### config.mk
export PLATFORM = sky130hd
export DESIGN_NAME = p4_router_ing_arbiter
export DESIGN_NICKNAME = d
export VERILOG_FILES = /design/src/rtl/p4_router_ing_arbiter.sv
export SDC_FILE = /design/constraint.sdc
export NUM_CORES = 1
export LEC_CHECK = 0
export CAP_MARGIN = 40
export CORE_AREA = 5 5 155 157
export DETAILED_ROUTE_END_ITERATION = 16
export DIE_AREA = 0 0 160 162
export PLACE_DENSITY = 0.75
export SKIP_LAST_GASP = 1
export SYNTH_ARGS = -nofsm -noshare
export SYNTH_HDL_FRONTEND = slang
export SYNTH_SLANG_ARGS = --single-unit
### constraint.sdc
create_clock -name clk_ifc -period 2.7 [get_ports clk_ifc]
set_input_delay 0.27 -clock clk_ifc [delete_from_list [all_inputs] [get_ports clk_ifc]]
set_output_delay 0.27 -clock clk_ifc [all_outputs]
set_load 0.005 [all_outputs]
### src/rtl/p4_router_ing_arbiter.sv
// ---------------------------------------------------------------------------
// p4_router_ing_arbiter
//
// Packet-granular weighted round-robin arbiter. It merges NUM_PORTS equal-width
// AXI-Stream ingress channels onto the single converged ingress bus that feeds
// the VNP4 wrapper.
//
// Features:
//   - per-port weight: number of back-to-back packets granted per turn
//     (weight 0 disables the port)
//   - source port index tagged into out_axis_tuser
//   - runaway packets are cut at MAX_PKT_BEATS beats: the cut beat carries a
//     forced tlast and the rest of the packet is drained and dropped
//
// Optional build macro: P4_ROUTER_ING_ARB_STATS_EN
//   When defined, the block adds per-port saturating forwarded-packet counters
//   (pkt_count) and a synchronous clear input (stats_clear).
//
// Ports:
//   clk_ifc          core clock (single clock domain)
//   sreset_ifc       synchronous active-high reset
//   in_axis_*        NUM_PORTS ingress channels (tdata/tkeep/tvalid/tready/tlast)
//   out_axis_*       converged egress bus (registered), tuser = source port
//   port_weight      per-port packets per turn, 0 = disabled
//   trunc_event      one-cycle pulse on the port whose packet was truncated
//   active_port      index of the currently / most recently granted port
//   busy             high while a packet is in flight (PASS or DRAIN)
//   stats_clear      (stats build only) zero all packet counters
//   pkt_count        (stats build only) forwarded packets per port
// ---------------------------------------------------------------------------
module p4_router_ing_arbiter #(
  parameter int NUM_PORTS     = 4,
  parameter int DATA_BYTES    = 8,
  parameter int PORT_ID_WIDTH = 5,
  parameter int WEIGHT_WIDTH  = 4,
  parameter int MAX_PKT_BEATS = 1200
) (
  input  logic                                     clk_ifc,
  input  logic                                     sreset_ifc,
  input  logic [NUM_PORTS-1:0][DATA_BYTES*8-1:0]   in_axis_tdata,
  input  logic [NUM_PORTS-1:0][DATA_BYTES-1:0]     in_axis_tkeep,
  input  logic [NUM_PORTS-1:0]                     in_axis_tvalid,
  output logic [NUM_PORTS-1:0]                     in_axis_tready,
  input  logic [NUM_PORTS-1:0]                     in_axis_tlast,
  output logic [DATA_BYTES*8-1:0]                  out_axis_tdata,
  output logic [DATA_BYTES-1:0]                    out_axis_tkeep,
  output logic                                     out_axis_tvalid,
  input  logic                                     out_axis_tready,
  output logic                                     out_axis_tlast,
  output logic [PORT_ID_WIDTH-1:0]                 out_axis_tuser,
  input  logic [NUM_PORTS-1:0][WEIGHT_WIDTH-1:0]   port_weight,
  output logic [NUM_PORTS-1:0]                     trunc_event,
  output logic [PORT_ID_WIDTH-1:0]                 active_port,
  output logic                                     busy
`ifdef P4_ROUTER_ING_ARB_STATS_EN
  ,
  input  logic                                     stats_clear,
  output logic [NUM_PORTS-1:0][31:0]               pkt_count
`endif
);

  localparam int CNT_W = $clog2(MAX_PKT_BEATS + 1);

  localparam logic [1:0] IDLE  = 2'd0;
  localparam logic [1:0] PASS  = 2'd1;
  localparam logic [1:0] DRAIN = 2'd2;

  logic [1:0]               state_q;
  logic [PORT_ID_WIDTH-1:0] ptr_q;
  logic [WEIGHT_WIDTH-1:0]  credit_q;
  logic [CNT_W-1:0]         beat_cnt_q;
  // Set for exactly one cycle after a non-final packet of a burst completes;
  // during that cycle an idle source ends its turn early.
  logic                     boundary_q;

  // -------------------------------------------------------------------------
  // Grant search: rotate the eligibility vector so the pointer lands at bit 0,
  // take the lowest set bit, then map the offset back to a port index.
  // -------------------------------------------------------------------------
  logic [NUM_PORTS-1:0]     elig;
  logic [2*NUM_PORTS-1:0]   elig_dbl;
  logic [NUM_PORTS-1:0]     elig_rot;
  logic                     found;
  logic [PORT_ID_WIDTH:0]   grant_sum;
  logic [PORT_ID_WIDTH-1:0] grant_idx;
  logic [WEIGHT_WIDTH-1:0]  grant_weight;

  always_comb begin
    for (int p = 0; p < NUM_PORTS; p++) begin
      elig[p] = in_axis_tvalid[p] && (port_weight[p] != '0);
    end
  end

  assign elig_dbl = {elig, elig};
  assign elig_rot = NUM_PORTS'(elig_dbl >> ptr_q);

  always_comb begin
    found     = 1'b0;
    grant_sum = '0;
    grant_idx = '0;
    for (int i = 0; i < NUM_PORTS; i++) begin
      if (!found && elig_rot[i]) begin
        found     = 1'b1;
        grant_sum = {1'b0, ptr_q} + (PORT_ID_WIDTH + 1)'(i);
        if (grant_sum >= (PORT_ID_WIDTH + 1)'(NUM_PORTS)) begin
          grant_sum = grant_sum - (PORT_ID_WIDTH + 1)'(NUM_PORTS);
        end
        grant_idx = grant_sum[PORT_ID_WIDTH-1:0];
      end
    end
  end

  always_comb begin
    grant_weight = '0;
    for (int p = 0; p < NUM_PORTS; p++) begin
      if (grant_idx == PORT_ID_WIDTH'(p)) begin
        grant_weight = port_weight[p];
      end
    end
  end

  // -------------------------------------------------------------------------
  // Selection of the granted channel. A one-hot decode of active_port keeps
  // every index a compile-time constant.
  // -------------------------------------------------------------------------
  logic [NUM_PORTS-1:0]    sel_onehot;
  logic [DATA_BYTES*8-1:0] sel_tdata;
  logic [DATA_BYTES-1:0]   sel_tkeep;
  logic                    sel_tvalid;
  logic                    sel_tlast;

  always_comb begin
    sel_onehot = '0;
    sel_tdata  = '0;
    sel_tkeep  = '0;
    sel_tvalid = 1'b0;
    sel_tlast  = 1'b0;
    for (int p = 0; p < NUM_PORTS; p++) begin
      if (active_port == PORT_ID_WIDTH'(p)) begin
        sel_onehot[p] = 1'b1;
        sel_tdata     = in_axis_tdata[p];
        sel_tkeep     = in_axis_tkeep[p];
        sel_tvalid    = in_axis_tvalid[p];
        sel_tlast     = in_axis_tlast[p];
      end
    end
  end

  // -------------------------------------------------------------------------
  // Handshake terms
  // -------------------------------------------------------------------------
  logic                     pass_ready;
  logic                     pass_accept;
  logic                     drain_accept;
  logic                     at_limit;
  logic                     trunc_now;
  logic                     last_credit;
  logic [PORT_ID_WIDTH-1:0] next_ptr;

  // The output register can take a new beat when empty or being emptied.
  assign pass_ready   = !out_axis_tvalid || out_axis_tready;
  assign pass_accept  = (state_q == PASS) && sel_tvalid && pass_ready;
  assign drain_accept = (state_q == DRAIN) && sel_tvalid;
  assign at_limit     = (beat_cnt_q == CNT_W'(MAX_PKT_BEATS - 1));
  assign trunc_now    = pass_accept && at_limit && !sel_tlast;
  assign last_credit  = (credit_q <= WEIGHT_WIDTH'(1));
  assign next_ptr     = (active_port == PORT_ID_WIDTH'(NUM_PORTS - 1)) ?
                        '0 : active_port + PORT_ID_WIDTH'(1);

  // Only the granted port ever sees tready; reset forces everything low so
  // no beat is consumed during the reset cycle.
  always_comb begin
    in_axis_tready = '0;
    if (!sreset_ifc) begin
      if (state_q == PASS) begin
        in_axis_tready = pass_ready ? sel_onehot : '0;
      end else if (state_q == DRAIN) begin
        in_axis_tready = sel_onehot;
      end
    end
  end

  assign busy = (state_q != IDLE);

  // -------------------------------------------------------------------------
  // Arbitration FSM
  // -------------------------------------------------------------------------
  always_ff @(posedge clk_ifc) begin
    if (sreset_ifc) begin
      state_q     <= IDLE;
      ptr_q       <= '0;
      credit_q    <= '0;
      beat_cnt_q  <= '0;
      boundary_q  <= 1'b0;
      active_port <= '0;
      trunc_event <= '0;
    end else begin
      trunc_event <= trunc_now ? sel_onehot : '0;
      boundary_q  <= 1'b0;
      case (state_q)
        IDLE: begin
          if (found) begin
            active_port <= grant_idx;
            credit_q    <= grant_weight;
            beat_cnt_q  <= '0;
            state_q     <= PASS;
          end
        end
        PASS: begin
          if (pass_accept) begin
            if (trunc_now) begin
              // The truncated packet still uses up one credit, but the turn
              // always ends after draining its tail.
              beat_cnt_q <= '0;
              credit_q   <= credit_q - WEIGHT_WIDTH'(1);
              state_q    <= DRAIN;
            end else if (sel_tlast) begin
              beat_cnt_q <= '0;
              credit_q   <= credit_q - WEIGHT_WIDTH'(1);
              if (last_credit) begin
                ptr_q   <= next_ptr;
                state_q <= IDLE;
              end else begin
                boundary_q <= 1'b1;
              end
            end else begin
              beat_cnt_q <= beat_cnt_q + CNT_W'(1);
            end
          end else if (boundary_q && !sel_tvalid) begin
            // Credit remains but the source has nothing ready right now:
            // give up the turn instead of holding the bus.
            ptr_q   <= next_ptr;
            state_q <= IDLE;
          end
        end
        DRAIN: begin
          if (drain_accept && sel_tlast) begin
            ptr_q   <= next_ptr;
            state_q <= IDLE;
          end
        end
        default: state_q <= IDLE;
      endcase
    end
  end

  // -------------------------------------------------------------------------
  // Registered output slice. A beat is loaded whenever the granted input is
  // accepted; otherwise a consumed beat empties the register.
  // -------------------------------------------------------------------------
  always_ff @(posedge clk_ifc) begin
    if (sreset_ifc) begin
      out_axis_tvalid <= 1'b0;
      out_axis_tdata  <= '0;
      out_axis_tkeep  <= '0;
      out_axis_tlast  <= 1'b0;
      out_axis_tuser  <= '0;
    end else if (pass_accept) begin
      out_axis_tvalid <= 1'b1;
      out_axis_tdata  <= sel_tdata;
      out_axis_tkeep  <= sel_tkeep;
      out_axis_tlast  <= sel_tlast || at_limit;
      out_axis_tuser  <= active_port;
    end else if (out_axis_tready) begin
      out_axis_tvalid <= 1'b0;
    end
  end

`ifdef P4_ROUTER_ING_ARB_STATS_EN
  // -------------------------------------------------------------------------
  // Per-port forwarded packet counters. A packet counts when its final
  // forwarded beat (real or forced tlast) is accepted. Clear wins over a
  // simultaneous increment; counters stick at all-ones.
  // -------------------------------------------------------------------------
  logic pkt_end;

  assign pkt_end = pass_accept && (sel_tlast || at_limit);

  always_ff @(posedge clk_ifc) begin
    if (sreset_ifc) begin
      pkt_count <= '0;
    end else begin
      for (int p = 0; p < NUM_PORTS; p++) begin
        if (stats_clear) begin
          pkt_count[p] <= '0;
        end else if (pkt_end && sel_onehot[p] && (pkt_count[p] != 32'hFFFF_FFFF)) begin
          pkt_count[p] <= pkt_count[p] + 32'd1;
        end
      end
    end
  end
`endif

endmodule
==> results of run 1 <==
synthesized netlist by cell type, types with 3 or more instances:
master	count	area (sq um)
a211oi_1	7	52.6
a21oi_1	22	110
a221oi_1	79	692
a22o_1	4	35.0
a31o_1	3	26.3
a32oi_1	3	26.3
and2_1	4	25.0
and3_1	8	50.1
buf_2	11	55.1
buf_6	4	45.0
clkbuf_1	73	274
dfxtp_1	111	2220
ha_1	22	275
inv_1	24	90.1
mux2i_1	11	110
nand2_1	109	409
nand2b_1	4	25.0
nand3_1	6	30.0
nand3b_1	5	37.5
nand4_1	4	25.0
nor2_1	192	721
nor2b_1	4	25.0
nor3_1	8	40.0
nor4b_2	4	60.1
o211ai_1	4	30.0
o21ai_0	79	395
o21ai_1	3	15.0
o311ai_0	72	631
o41ai_2	3	48.8
or2_2	4	25.0
or3_1	3	18.8
xnor2_1	12	105
xor2_1	8	70.1
sequential cells by signal, summed over array words and instances (netlist names):
register and cells:
out_axis_tlast 1, beat_cnt_q 11, out_axis_tdata 64, state_q 2, trunc_event 4, credit_q 4
ptr_q 5, boundary_q 1, out_axis_tuser 5, out_axis_tkeep 8, out_axis_tvalid 1, active_port 5
metal layers:
metal  part of all wire, %  vias to the layer above  global-route usage (%)
met4                   3.2                        0                    8.25
li1                      -                     4504                       -
met3                   7.4                       62                    5.73
met2                    51                      400                    44.0
met1                    39                     4378                    29.0
met5                     0                        -                       0
repair_timing:
action,4_1_cts,5_1_grt
gates resized for setup,8,45
cloned,0,1
setup buffers,2,5
pin swaps,4,19
setup endpoints to repair,4,62
stage by stage:
stage	TNS [ps]	hold slack [ps]	utilization [%]
2_1_floorplan	0	449	-
3_3_place_gp	-1860	447	55.8
3_5_place_dp	-3700	458	55.8
4_1_cts	-9.13	323	57.4
5_1_grt	-335	372	58.7
6_report	0	338	58.7
worst max-delay path by stage:
stage,to,slack [ps],cells after the start
after detailed placement,credit_q[0],-330,10
after floorplan,credit_q[1],50,13
after global routing,credit_q[0],-120,12
final,credit_q[3],50,8
after global placement,credit_q[0],-210,10
after CTS,credit_q[3],-9,8
power by group through the flow:
stage	Sequential, mW	Combinational [mW]	Clock (mW)
finish	2.18	4.98	1.44
global route	2.22	5.36	1.54
CTS	2.17	4.75	1.49
detailed placement	2.20	4.70	0
global placement	2.19	4.64	0
floorplan	2.20	2.34	0
logic make-up (layout without fill, tap and decap cells):
logic type,count (synthesis),after routing,share of synthesized area (%)
simple gates,376,376,22.7
compound gates,311,311,33.2
buf+inv,115,564,6.45
flops,111,111,29.7
fa+ha+maj,22,22,3.68
xor+xnor,20,20,2.34
mux,14,14,1.99
other cells,0,1,0
cell type report:
class / instances / area share, %
diodes: 1 / 0.0191
clock buffers: 10 / 1.82
clock inverters: 6 / 0.572
inverters: 25 / 0.734
multi-input cells: 743 / 38.3
flip-flops and latches: 111 / 17.0
well taps: 285 / 2.72
repair buffers: 523 / 38.9
==> metrics, run 1 <==
Max Clk Rate=377 MHz; gr usage total=24.6%; net switching power=3.33 mW; Max-cap violations=0; crit path kind=flop to flop; leading cell types in the layout, fill and taps excluded=clkdlybuf4s50_1, nor2_1, nand2_1; core area=0.0224 sq mm; cts hold-fix bufs=0; Period minus WS final=2650 ps; commonest non-fill, non-tap cell in the layout=clkdlybuf4s50_1; Primary FF master, synth=dfxtp_1; via count=9344; area grow syn2layout=75.2%; Crit path max-delay family=simple AND/OR/NAND/NOR gates; Root Buffer=clkbuf_16; Post-synth EDFFs=0; R2R Setup Slk=about 46 ps; final-report max-slew violation count=0; layout cells sized above 1=15.0%; DP Cell Count=1680; Clk pwr share=16.8%; WP buf/inv=1; mean post-synth cell area=between 7 and 8 sq um; combinational cell fraction of total power=between 50% and 60%; Hold Crit Depth=2; Req. time, crit path=approximately 3000 ps; CP arrival=just under 3000 ps; Worst-Skew Late Latency=between 300 and 400 ps; Worst Min Path Start=sreset_ifc; Ports=408; design internal power=~5.3 mW; setup slack after layout=about 46 ps; multi-input logic area=0.00502 sq mm; Buffers on Ports=around 400; Initial Utilization=between 30% and 40%; pin count of the biggest net entering global routing=72; Worst Tran Pin Value=approximately 630 ps; Area after DPL=~0.012 sq mm; Layout Cells excl Fill=1704; TritonCTS clock tree=built; clk buf depth=2; Max-slew headroom=between 50% and 60%; die area=0.0259 sq mm; Final Cycle Share=98.3%; #FFs+latches synth=111; CP endpoint kind=flop; Post-Layout Inst Area=approximately 0.013 sq mm; synth unique cells=77; Power, Total=8.61 mW; Setup Skew=about 18 ps; CP Max Fanout=5; beginning of the critical path=active_port[0]; Pleak=4.74 nW; Hold Crit Class=input port to flop; Syn Nets=1306; Syn Inst Count=969; ANT nets after route=0; initial antenna violation count=1; Placement Setup Slack=-332 ps; RSZ-0062 raised after global routing=true; sequential share of the synthesized area=29.7%; Inserted Clock Buffers=9; Seq pwr share=25.4%; Routed WL per cell=20.2 um; Site Rows=55; routed vias/inst=5.48; Synth Cell Area=approximately 0.0075 sq mm; Die Span Y=162 um; final hold viol count=0; GPL Wtd Cong=0.955; clk sinks=approximately 110; WL final=34.5 mm; Critical-path top delay cell=or4_1; first-pass GRT wire length=51.1 mm; FF/Latch Area=0.00223 sq mm; end of the worst hold path=out_axis_tdata[49]; FFs w/ async S/R, synth=0%; Peak VDD IR=0.333 mV; TritonRoute pass-1 iters=5; Nets=1750; DRT iter0 DRCs=597; largest stage delay on the critical path=580 ps; CP cell instances=inv_1, ha_1, or4b_4, a21oi_4, o21bai_4, or4_1, o41ai_2, a22o_1; DRC=0; total gr overflow=0; Sw Ratio=between 30% and 40%; Die Width=around 160 um; Reg2Reg Depth=8; Worst-path clk slew=80 ps; Ys Warns=0; pwr/cell area=between 600 and 700 mW/mm^2; FF-to-FF End=credit_q[3]; outcome=finished, final reports clean; Fillers=2003; number of global-route vias before repair=9193; worst reg2reg path startpoint=active_port[0]; CP Launch Type=flop; final setup fails=0; DP HPWL=~27 mm; CTS H-tree depth=3
Note: power is estimated with default switching activity, not from simulation.
==> run 2, diff against run 1 <==
SLEW_MARGIN = 25   (was unset)
==> results of run 2 <==
The final DEF is identical to that of run 1; final timing and power are the same.
